--- src/rtl/step_ctrl_pkg.sv ---
// step_ctrl_pkg: shared types and constants for the board front-end key control.
//   step_state_t : manual step FSM encoding (IDLE, FIRE, HELD)
//   SYNC_STAGES  : depth of the key / switch synchronisers
package step_ctrl_pkg;

  typedef enum logic [1:0] {
    IDLE = 2'd0,
    FIRE = 2'd1,
    HELD = 2'd2
  } step_state_t;

  localparam int unsigned SYNC_STAGES = 2;

endpackage

--- src/rtl/step_ctrl_key_debounce.sv ---
// key_debounce: synchronises one raw active-low push-button into clk50,
// inverts it to active-high and debounces it.
//   clk50  in  board clock
//   reset  in  asynchronous, active-high reset
//   key_n  in  raw key, active-low, asynchronous to clk50
//   level  out accepted (debounced) key level, active-high, registered
// A level change is accepted once the synchronised input has differed from
// the accepted level for DEBOUNCE_CYCLES consecutive cycles.
module key_debounce
  import step_ctrl_pkg::*;
#(
  parameter int unsigned DEBOUNCE_CYCLES = 500_000
) (
  input  logic clk50,
  input  logic reset,
  input  logic key_n,
  output logic level
);

  localparam int unsigned CW = $clog2(DEBOUNCE_CYCLES + 1);
  localparam logic [CW-1:0] CNT_LAST = CW'(DEBOUNCE_CYCLES - 1);

  logic [SYNC_STAGES-1:0] sync_q;
  logic                   synced;
  logic [CW-1:0]          cnt;

  // Synchroniser resets to '1 so a key held through reset looks released
  // and must be re-qualified afterwards.
  always_ff @(posedge clk50 or posedge reset) begin
    if (reset) begin
      sync_q <= '1;
    end else begin
      sync_q <= {sync_q[SYNC_STAGES-2:0], key_n};
    end
  end

  assign synced = ~sync_q[SYNC_STAGES-1];

  always_ff @(posedge clk50 or posedge reset) begin
    if (reset) begin
      level <= 1'b0;
      cnt   <= '0;
    end else if (synced == level) begin
      cnt <= '0;
    end else if (cnt == CNT_LAST) begin
      level <= synced;
      cnt   <= '0;
    end else begin
      cnt <= cnt + 1'b1;
    end
  end

endmodule

--- src/rtl/step_ctrl.sv ---
// step_ctrl: board front-end control. Debounces the step and peek keys and
// produces a single-cycle processor step enable plus a clean peek level.
//   clk50       in  50 MHz board clock (only clock)
//   reset       in  asynchronous, active-high reset
//   key_step_n  in  raw step key, active-low
//   key_peek_n  in  raw peek key, active-low
//   run_sw      in  auto-run select (only with STEP_CTRL_AUTORUN_EN)
//   step_en     out one-cycle pulse per accepted step press (or auto-run tick)
//   peek        out debounced peek level, active-high
//   step_busy   out high from accepted step press until accepted release
// Optional feature macro: STEP_CTRL_AUTORUN_EN adds a free-running step
// divider enabled by run_sw; without it run_sw is ignored.
module step_ctrl
  import step_ctrl_pkg::*;
#(
  parameter int unsigned DEBOUNCE_CYCLES = 500_000,
  parameter int unsigned RUN_DIV         = 25_000_000
) (
  input  logic clk50,
  input  logic reset,
  input  logic key_step_n,
  input  logic key_peek_n,
  input  logic run_sw,
  output logic step_en,
  output logic peek,
  output logic step_busy
);

  logic        step_lvl;
  logic        peek_lvl;
  logic        run_tick;
  logic        run_active;
  step_state_t state;
  step_state_t state_next;

  key_debounce #(.DEBOUNCE_CYCLES(DEBOUNCE_CYCLES)) u_step_db (
    .clk50 (clk50),
    .reset (reset),
    .key_n (key_step_n),
    .level (step_lvl)
  );

  key_debounce #(.DEBOUNCE_CYCLES(DEBOUNCE_CYCLES)) u_peek_db (
    .clk50 (clk50),
    .reset (reset),
    .key_n (key_peek_n),
    .level (peek_lvl)
  );

  // The accepted level is already a flop inside the debouncer; adding another
  // stage would delay peek by a cycle.
  assign peek = peek_lvl;

`ifdef STEP_CTRL_AUTORUN_EN
  localparam int unsigned DW = (RUN_DIV > 1) ? $clog2(RUN_DIV) : 1;
  localparam logic [DW-1:0] DIV_LAST = DW'(RUN_DIV - 1);

  logic [SYNC_STAGES-1:0] run_q;
  logic [DW-1:0]          div_cnt;

  always_ff @(posedge clk50 or posedge reset) begin
    if (reset) begin
      run_q <= '0;
    end else begin
      run_q <= {run_q[SYNC_STAGES-2:0], run_sw};
    end
  end

  assign run_active = run_q[SYNC_STAGES-1];

  always_ff @(posedge clk50 or posedge reset) begin
    if (reset) begin
      div_cnt <= '0;
    end else if (!run_active || (div_cnt == DIV_LAST)) begin
      div_cnt <= '0;
    end else begin
      div_cnt <= div_cnt + 1'b1;
    end
  end

  assign run_tick = run_active && (div_cnt == DIV_LAST);
`else
  logic run_sw_unused;
  assign run_sw_unused = run_sw;
  assign run_active    = 1'b0;
  assign run_tick      = 1'b0;
`endif

  always_comb begin
    state_next = state;
    unique case (state)
      IDLE:    if (step_lvl) state_next = FIRE;
      FIRE:    state_next = HELD;
      HELD:    if (!step_lvl) state_next = IDLE;
      default: state_next = IDLE;
    endcase
    // Auto-run parks the manual FSM so key presses are ignored.
    if (run_active) state_next = IDLE;
  end

  // Outputs are decoded from state_next so they line up with the state flop.
  always_ff @(posedge clk50 or posedge reset) begin
    if (reset) begin
      state     <= IDLE;
      step_en   <= 1'b0;
      step_busy <= 1'b0;
    end else begin
      state     <= state_next;
      step_en   <= (state_next == FIRE) || run_tick;
      step_busy <= (state_next != IDLE);
    end
  end

endmodule
--- config.mk ---
export PLATFORM = sky130hd
export DESIGN_NAME = step_ctrl
export DESIGN_NICKNAME = d
export VERILOG_FILES = /design/src/rtl/step_ctrl_pkg.sv /design/src/rtl/step_ctrl_key_debounce.sv /design/src/rtl/step_ctrl.sv
export SDC_FILE = /design/constraint.sdc
export NUM_CORES = 1
export LEC_CHECK = 0
export CORE_UTILIZATION = 55
export DETAILED_ROUTE_END_ITERATION = 8
export PLACE_DENSITY = 0.73
export SYNTH_ARGS = -nofsm -noshare
export SYNTH_HDL_FRONTEND = slang
export SYNTH_SLANG_ARGS = --single-unit
export TNS_END_PERCENT = 10
--- constraint.sdc ---
create_clock -name clk50 -period 2.5 [get_ports clk50]
set_input_delay 0.5 -clock clk50 [delete_from_list [all_inputs] [get_ports clk50]]
set_output_delay 0.5 -clock clk50 [all_outputs]
set_load 0.05 [all_outputs]
# ---- Word-level counts from Yosys, hierarchy flattened
# Index checks and enable logic that the tools add are counted.
dict set report op_classes {
  add_sub_neg 2
  multipliers 0
  div_mod_pow 0
  n_lt_le_gt_ge 0
  eq_ne 7
  n_shift 0
  n_mux 7
  n_bitwise 4
  n_reduce_logical 4
}
# op count
set ops {}
lappend ops {{19-bit 2-to-1 mux} 4}
lappend ops {{19-bit by 1-bit adder with 19-bit output (second input constant)} 2}
lappend ops {{19-bit == test (second input constant)} 2}
lappend ops {{2-bit one-hot mux with 3 select lines} 1}
lappend ops {{2-bit by 1-bit == test with 1-bit output (second input constant)} 2}
lappend ops {{2-bit 2-to-1 mux} 2}
lappend ops {{1-bit inverter} 4}
lappend ops {{2-bit AND reduction} 2}
lappend ops {{1-bit == test} 2}
lappend ops {{2-bit == test (second input constant)} 1}
lappend ops {{2-bit logical NOT} 1}
lappend ops {{2-bit nonzero test} 1}
dict set report word_totals {
  ff_bits 48
  latchBits 0
  ramBits 0
  rom_bits 0
  inputBits 5
  word_cells 33
  mem_count 0
}

# ---- Depth between registers and ports, before layout
# Gate-level depths: netlist (run 1).
dict set report depth {
  word_depth 4
  mapped_depth 6
  ltp_nobuf 5
}

# ---- By module
# From an unflattened synthesis (run 1), not the netlist that was laid out.
dict set report hier_totals {
  hier_cells 221
  hier_area_um2 2297.2
}
# module n_inst cells_per_inst area_each_um2
set by_module_without_submodules {}
lappend by_module_without_submodules {{key_debounce (u_peek_db)} 1 104 1076.0}
lappend by_module_without_submodules {{key_debounce (u_step_db)} 1 105 1073.5}
lappend by_module_without_submodules {step_ctrl 1 12 147.6}

# ---- Worst setup path before layout (run 1)
# Ideal clock, no wire load.
dict set report synth_timing {
  path_kind {register -> register}
  from {register u_peek_db.cnt[0]}
  to {register u_peek_db.cnt[10]}
  arrival_time_ns 1.803
  required_ns 2.368
  slack_ns 0.565
  path_stages_with_launch 7
  n_path_buf 1
  period_less_slack_ns 1.935
  path_cell_list {dfrtp_1 ha_1 and4_1 nand4_1 o21ai_1 clkbuf_1 nor2_1}
}
dict set report synth_via {
  elab_chain_len 3
}
# element line
set synth_rtl {}
lappend synth_rtl {{start, declared} step_ctrl_key_debounce.sv:25} ;# logic [CW-1:0] cnt;
lappend synth_rtl {{start signal, assigned} step_ctrl_key_debounce.sv:49} ;# cnt <= cnt + 1'b1;
lappend synth_rtl {{19-bit by 1-bit adder with 19-bit output or 19-bit == test (tied branches)} {step_ctrl_key_debounce.sv:49, step_ctrl_key_debounce.sv:45}}
lappend synth_rtl {{19-bit 2-to-1 mux *} step_ctrl_key_debounce.sv:45} ;# end else if (cnt == CNT_LAST) begin
lappend synth_rtl {{19-bit 2-to-1 mux *} step_ctrl_key_debounce.sv:43} ;# end else if (synced == level) begin
# Mark *: on every way between the ends. The rest lies on a longest branch, timed or not.
# A chain may end at the register's enable or synchronous reset.

# ---- Worst setup path in the final report (run 1)
dict set report layout_timing {
  from {register u_step_db.cnt[5]}
  to {register u_step_db.cnt[17]}
}
dict set report layout_via {
  elab_chain_len 3
}
# element line
set layout_rtl {}
lappend layout_rtl {{start, declared} step_ctrl_key_debounce.sv:25}
lappend layout_rtl {{start signal, assigned} step_ctrl_key_debounce.sv:49}
lappend layout_rtl {{19-bit by 1-bit adder with 19-bit output or 19-bit == test (tied branches)} {step_ctrl_key_debounce.sv:49, step_ctrl_key_debounce.sv:45}}
lappend layout_rtl {{19-bit 2-to-1 mux *} step_ctrl_key_debounce.sv:45}
lappend layout_rtl {{19-bit 2-to-1 mux *} step_ctrl_key_debounce.sv:43}
# Marks and branches as above.

==> results of run 1 <==
-- Yosys cell counts, drive strengths merged, types with 2 or more instances --
cell type   n  area share, %
dfrtp      44             50
nor2       31            5.3
xnor2      18            7.1
nand2      15            2.5
nand4      14            4.2
a21oi      10            2.3
inv         9            1.5
xor2        9            3.6
o21ai       8            1.8
nand3       7            1.8
nor4        7            2.0
or3         6            1.7
o31ai       5            1.7
dfstp       4            4.7
nor3        4           0.90
or4         4            1.4
clkbuf      3           0.51
and2        2           0.56
and4        2           0.85
ha          2            1.1
nor3b       2           0.68
nor4b       2           0.79
or2         2           0.56
-- cell type report --
cell class                      instances  area [um^2]
Sequential cell                        48         1206
Tap cell                               48        60.06
Clock inverter                          2        35.03
Inverter                                9        33.78
Clock buffer                            6        72.57
Multi-Input combinational cell        156        958.4
Fill cell                             291         1315
Timing Repair Buffer                   10        90.09
-- per-stage QoR --
step | utilization [%] | hold WS, ns | area, um^2
after floorplan | - | 0.3452 | 2215
after global placement | 62.28 | 0.3460 | 2349
after detailed placement | 62.28 | 0.3490 | 2349
after CTS | 65.13 | 0.3608 | 2456
after global routing | 65.13 | 0.3673 | 2456
final | 65.13 | 0.3616 | 2456
-- sequential cells by signal, indices dropped and copies added (netlist names) --
register and flops:
u_peek_db.sync_q 2, step_busy 1, u_step_db.cnt 19, state 2, u_step_db.sync_q 2, u_peek_db.cnt 19
u_peek_db.level 1, u_step_db.level 1, step_en 1
-- how the worst max path moves through the flow --
stage                                              to  slack [ns]                       start  depth (start not counted)
final                     u_step_db.cnt[17]$_DFF_PP0_        0.46  u_step_db.cnt[5]$_DFF_PP0_                          4
after global routing      u_peek_db.cnt[18]$_DFF_PP0_        0.36  u_peek_db.cnt[0]$_DFF_PP0_                          5
after CTS                 u_step_db.cnt[17]$_DFF_PP0_        0.45  u_step_db.cnt[5]$_DFF_PP0_                          4
after detailed placement  u_step_db.cnt[17]$_DFF_PP0_        0.49  u_step_db.cnt[2]$_DFF_PP0_                          4
after global placement    u_step_db.cnt[17]$_DFF_PP0_        0.56  u_step_db.cnt[5]$_DFF_PP0_                          4
after floorplan           u_peek_db.cnt[10]$_DFF_PP0_        0.56  u_peek_db.cnt[0]$_DFF_PP0_                          6
-- power by group --
| group | internal [mW] | leakage, nW | switching, mW |
|---|---|---|---|
| logic | 0.0176 | 0.265 | 0.0336 |
| clock network | 0.297 | 0.0552 | 0.243 |
| registers | 0.789 | 0.652 | 0.0113 |
-- cells by family (layout without fill, tap and decap cells) --
family          after synthesis  count (layout)  share of synthesized area (%)
flops                        48              48                          54.46
fa+ha+maj                     2               2                          1.130
mux                           1               1                         0.4520
compound gates               25              25                          6.554
xor+xnor                     27              27                          10.68
simple gates                101             101                          24.46
buf+inv                      13              27                          2.260
-- per-layer routing --
metal  part of all wire [%]  track usage (%)  up-vias
met2                     53            37.89       21
li1                       -                -      790
met3                    3.3            5.729        6
met4                    1.6            9.239        0
met1                     43            26.85      774
met5                      0                0        -
==> out/results.ini, run 1 <==
[timing]
tightest_slew_ns=0.5718
min_period_ns=2.044
finalSetupViolCount=0
slew-limit-headroom_pct=61.53
final.setup.tns_ns=0
hold_violations=0
fin_skew_ns=0.006210
rsz0062_at_grt=false
max_freq_mhz=489.2
post-route-period-util_pct=81.76
drv_slew=0
post-route-worst-setup-slack_ns=0.4559

[die]
rows=22
die_area_um2=4284
start_util_pct=58.73
core_um2=3771
io_pins=8
dieHeight_um=65.46
die_w_um=65.46

[synthesis]
synth_cell_types=34
synth_edf_count=0
ys.flop_type=dfrtp_1
syn_area_per_cell_um2=10.21
ys_seq_elements=48
ys_warn_count=0
synth_area_um2=2215
yosysSeqAreaShare_pct=54.46
synthArstFlopShare_pct=100.0
synth_nets=224
netlist_instances=217

[final_layout]
final_common_cell=dfrtp_1
drive_gt1_share_pct=9.957
area_delta_synth_final_pct=10.90
fin_cells=279
most-common-layout-cells=44 x dfrtp_1, 31 x nor2_1, 18 x xnor2_1
nNetsFinal=237
num_antenna_cells=0

[status]
status=complete, no violations

[clock_tree]
cts_tree=done
clock_path_buffers=2
clkTransAtPathRegs_ns=0.08
root_buffer=clkbuf_8
numCtsBuffers=5
clk_latency_ns=0.30
cts_setup_buffers=0
cts_sinks=48
ctsResizeCount=0
h-tree-depth=2
hold_buffers=0

[placed_design]
port-buffer-count=6
place.gp.congestion=0.8302
dp_hpwl_um=2861
dpl.cell_count=271
dp_slack_ns=0.4892

[setup_path]
arrival_ns=2.26
reg2reg_depth=4
critical-path-max-stage-delay_ns=0.65
crit_buf_inv=0
endpoint_kind=flip-flop
regToRegStartpoint=u_step_db.cnt[5]$_DFF_PP0_
slowest_stage=or4_1
crit_top_cell=or4_1
cp.required_ns=2.72
crit_type=reg -> reg
crit_family=simple AND/OR/NAND/NOR gates
worstPathMaxFanout=7
r2r_setup_slack_ns=0.46
r2r-end=u_step_db.cnt[17]$_DFF_PP0_
path_cells=nand4_2, or4_1, or4_1, a21oi_1
critPathLaunchType=flip-flop

[job]
max-cap-violations=0

[worst_hold_path]
holdPathStages=0
hold_class=reg -> reg
min_from=u_step_db.sync_q[0]$_DFF_PP1_
hold_path_end=u_step_db.sync_q[1]$_DFF_PP1_

[global_route]
overflow=0
grt_usage_pct=22.33
grt_pass1_wl_um=7120
first_global_vias=1599
grt_max_degree=29
grt_antenna_before_repair=0

[power_and_ir_drop]
ir_drop_uv=360.1
power_density_nw_per_um2=566.5
p_leak_nw=0.9724
p_total_mw=1.391

[drt]
drt_iter0_drc=148
num_vias=1591
postRouteAntennaNets=0
drtPass1Iterations=4
drcViolationCount=0
wl_per_cell_um=14.10
via_per_inst=5.703
wl_um=3935

(Power assumes the default switching activity.)
==> inputs of run 2 (changes only) <==
==> constraint.sdc (replaced) <==
create_clock -name clk50 -period 2.15 [get_ports clk50]
set_input_delay 0.43 -clock clk50 [delete_from_list [all_inputs] [get_ports clk50]]
set_output_delay 0.43 -clock clk50 [all_outputs]
set_load 0.05 [all_outputs]
==> run 2 against run 1 <==
Net effect:
- via count rose by 5.3%
- hold slack got worse by 0.0031 ns
- global-route usage fell by 0.19 points
- combinational power grew 23%
- sequential share of layout area is 0.32 points lower
- clock skew decreased by 0.00055 ns
- setup slack got worse by 0.27 ns
- final cell count rose by 0.72%
- sequential power increased by 16%
- sequential cell count is the same
- critical endpoint unchanged
==> out/results.ini, run 2 (synthesized netlist as in run 1, its figures left out) <==
[power_and_ir_drop]
p_sw_share_pct=21.93  ; +1.3 points
p_seq_share_pct=60.7  ; +3.2 points
intPower_mw=1.197  ; +8.5%
ir_drop_uv=387.9  ; +7.7%
p_leak_nw=0.9827  ; +1.1%
p_total_mw=1.534  ; +10%
p_clk_share_pct=35.1  ; -3.7 points
p_sw_uw=336.3  ; +17%
pwr-share-comb_pct=4.1  ; +0.4 points
power_density_nw_per_um2=620.4  ; +9.5%

[placed_design]
dp_hpwl_um=2998  ; +4.8%
port-buffer-count=6  ; unchanged
place.gp.congestion=0.8634  ; +4.0%
dp_slack_ns=0.1028  ; -0.3863 ns

[drt]
drt_iter0_drc=91  ; -39%
wl_per_cell_um=14.45  ; +2.5%
drcViolationCount=0  ; unchanged
drtPass1Iterations=4  ; unchanged
wl_um=4061  ; +3.2%
via_per_inst=5.961  ; +4.5%
postRouteAntennaNets=0  ; unchanged
num_vias=1675  ; +5.3%

[timing]
final.setup.tns_ns=0  ; unchanged
post-route-worst-setup-slack_ns=0.1854  ; -0.2705 ns
finalSetupViolCount=0  ; unchanged
fin_skew_ns=0.005659  ; -0.0005501 ns
max_freq_mhz=509.0  ; +4.0%
hold_violations=0  ; unchanged
post-route-period-util_pct=91.38  ; +9.6 points
rsz0062_at_grt=false
slew-limit-headroom_pct=60.66  ; -0.87 points
tightest_slew_ns=0.5848  ; +0.01298 ns
drv_slew=0  ; unchanged
min_period_ns=1.965  ; -0.07949 ns

[clock_tree]
clk_latency_ns=0.29  ; about the same
clock_path_buffers=2  ; unchanged
root_buffer=clkbuf_8
numCtsBuffers=5  ; unchanged
ctsResizeCount=0  ; unchanged
cts_setup_buffers=0  ; unchanged
clkTransAtPathRegs_ns=0.08  ; about the same
cts_tree=done
h-tree-depth=2  ; unchanged
hold_buffers=0  ; unchanged
cts_sinks=48  ; unchanged

[setup_path]
slowest_stage=or4_4
critPathLaunchType=flip-flop
crit_type=reg -> reg
worstPathMaxFanout=7  ; unchanged
cp.required_ns=2.36  ; -0.36 ns
critical-path-max-stage-delay_ns=0.57  ; -0.08 ns
path_cells=nand4_2, or4_4, or4_1, a21oi_1
crit_family=simple AND/OR/NAND/NOR gates
endpoint_kind=flip-flop
crit_buf_inv=0  ; unchanged
arrival_ns=2.18  ; -0.08 ns

[worst_hold_path]
hold_class=reg -> reg

[final_layout]
reg_top3=u_peek_db.cnt (19), u_step_db.cnt (19)
most-common-layout-cells=44 x dfrtp_1, 31 x nor2_1, 18 x xnor2_1
finish.utilization_pct=65.56  ; +0.43 points
area_delta_synth_final_pct=11.64
fillers=296  ; +1.7%
num_antenna_cells=0  ; unchanged
nNetsFinal=239  ; +0.84%
drive_gt1_share_pct=11.59  ; +1.6 points
final_common_cell=dfrtp_1

[die]
die_area_um2=4284  ; unchanged
rows=22  ; unchanged
dieHeight_um=65.46  ; unchanged
io_pins=8  ; unchanged
start_util_pct=58.73  ; unchanged
core_um2=3771  ; unchanged
die_w_um=65.46  ; unchanged

[global_route]
grt_usage_pct=22.14  ; -0.19 points
grt_antenna_before_repair=0  ; unchanged
first_global_vias=1658  ; +3.7%
grt_max_degree=23  ; -21%
grt_pass1_wl_um=7093  ; -0.38%
overflow=0  ; unchanged

[job]
max-cap-violations=0  ; unchanged

[status]
status=complete, no violations

==> run 2: cell types whose count changed in the layout (fill, tap and decap cells not counted) <==
cell / change
buf_12: +1
buf_4: +1
bufinv_16: -1
clkbuf_1: -1
clkbuf_8: +1
clkinv_2: +1
or4_1: -1
or4_4: +1
==> run 2: metrics by stage <==
step / cells / hold WS (ns) / area [um^2]
2_1_floorplan: 217 / 0.3452 / 2215
3_5_place_dp: 273 / 0.3479 / 2376
6_report: 281 / 0.3585 / 2472
5_1_grt: 281 / 0.3677 / 2472
4_1_cts: 281 / 0.3597 / 2469
3_3_place_gp: 273 / 0.3475 / 2376
==> run 2: worst paths after layout <==
check | from | endpoint | slack, ns | depth (start not counted)
max in group asynchronous | reset | u_step_db.sync_q[1]$_DFF_PP1_ | 1.22 | 3
min in group asynchronous | reset | u_step_db.cnt[18]$_DFF_PP0_ | 0.38 | 2
worst min register to register | u_peek_db.sync_q[0]$_DFF_PP1_ | u_peek_db.sync_q[1]$_DFF_PP1_ | 0.36 | 0
worst min-delay path | u_peek_db.sync_q[0]$_DFF_PP1_ | u_peek_db.sync_q[1]$_DFF_PP1_ | 0.36 | 0
worst max-delay path | u_step_db.cnt[5]$_DFF_PP0_ | u_step_db.cnt[17]$_DFF_PP0_ | 0.19 | 4
worst max register to register | u_step_db.cnt[5]$_DFF_PP0_ | u_step_db.cnt[17]$_DFF_PP0_ | 0.19 | 4
==> run 2: worst register-to-register path, delay by kind of cell, from the launching register on <==
kind             cells  cell delay [ns]
flip-flops           1             0.46
AND/OR/NAND/NOR      3             1.24
AO/OA/AOI/OAI        1             0.19
==> run 2: layout make-up <==
type	instances	area, um^2	share of cell area [%]
Sequential cell	48	1206	48.79
Timing Repair Buffer	12	117.6	4.757
Clock buffer	6	82.58	3.340
Multi-Input combinational cell	156	962.2	38.92
Tap cell	48	60.06	2.429
Clock inverter	2	10.01	0.4049
Inverter	9	33.78	1.366
==> run 2: power by group through the flow <==
| stage | Sequential, mW | Clock [mW] | Combinational, mW |
|---|---|---|---|
| detailed placement | 0.949 | 0 | 0.0643 |
| CTS | 0.932 | 0.554 | 0.0650 |
| global placement | 0.948 | 0 | 0.0623 |
| floorplan | 0.946 | 0 | 0.0398 |
| global route | 0.934 | 0.582 | 0.0721 |
| finish | 0.932 | 0.539 | 0.0631 |
==> run 2: routing by layer <==
| layer | GRT usage (%) | vias to the layer above | share of wire (%) |
|---|---|---|---|
| li1 | - | 794 | - |
| met1 | 24.42 | 845 | 41 |
| met2 | 39.95 | 28 | 54 |
| met3 | 3.819 | 8 | 2.6 |
| met4 | 12.23 | 0 | 2.4 |
| met5 | 0 | - | 0 |
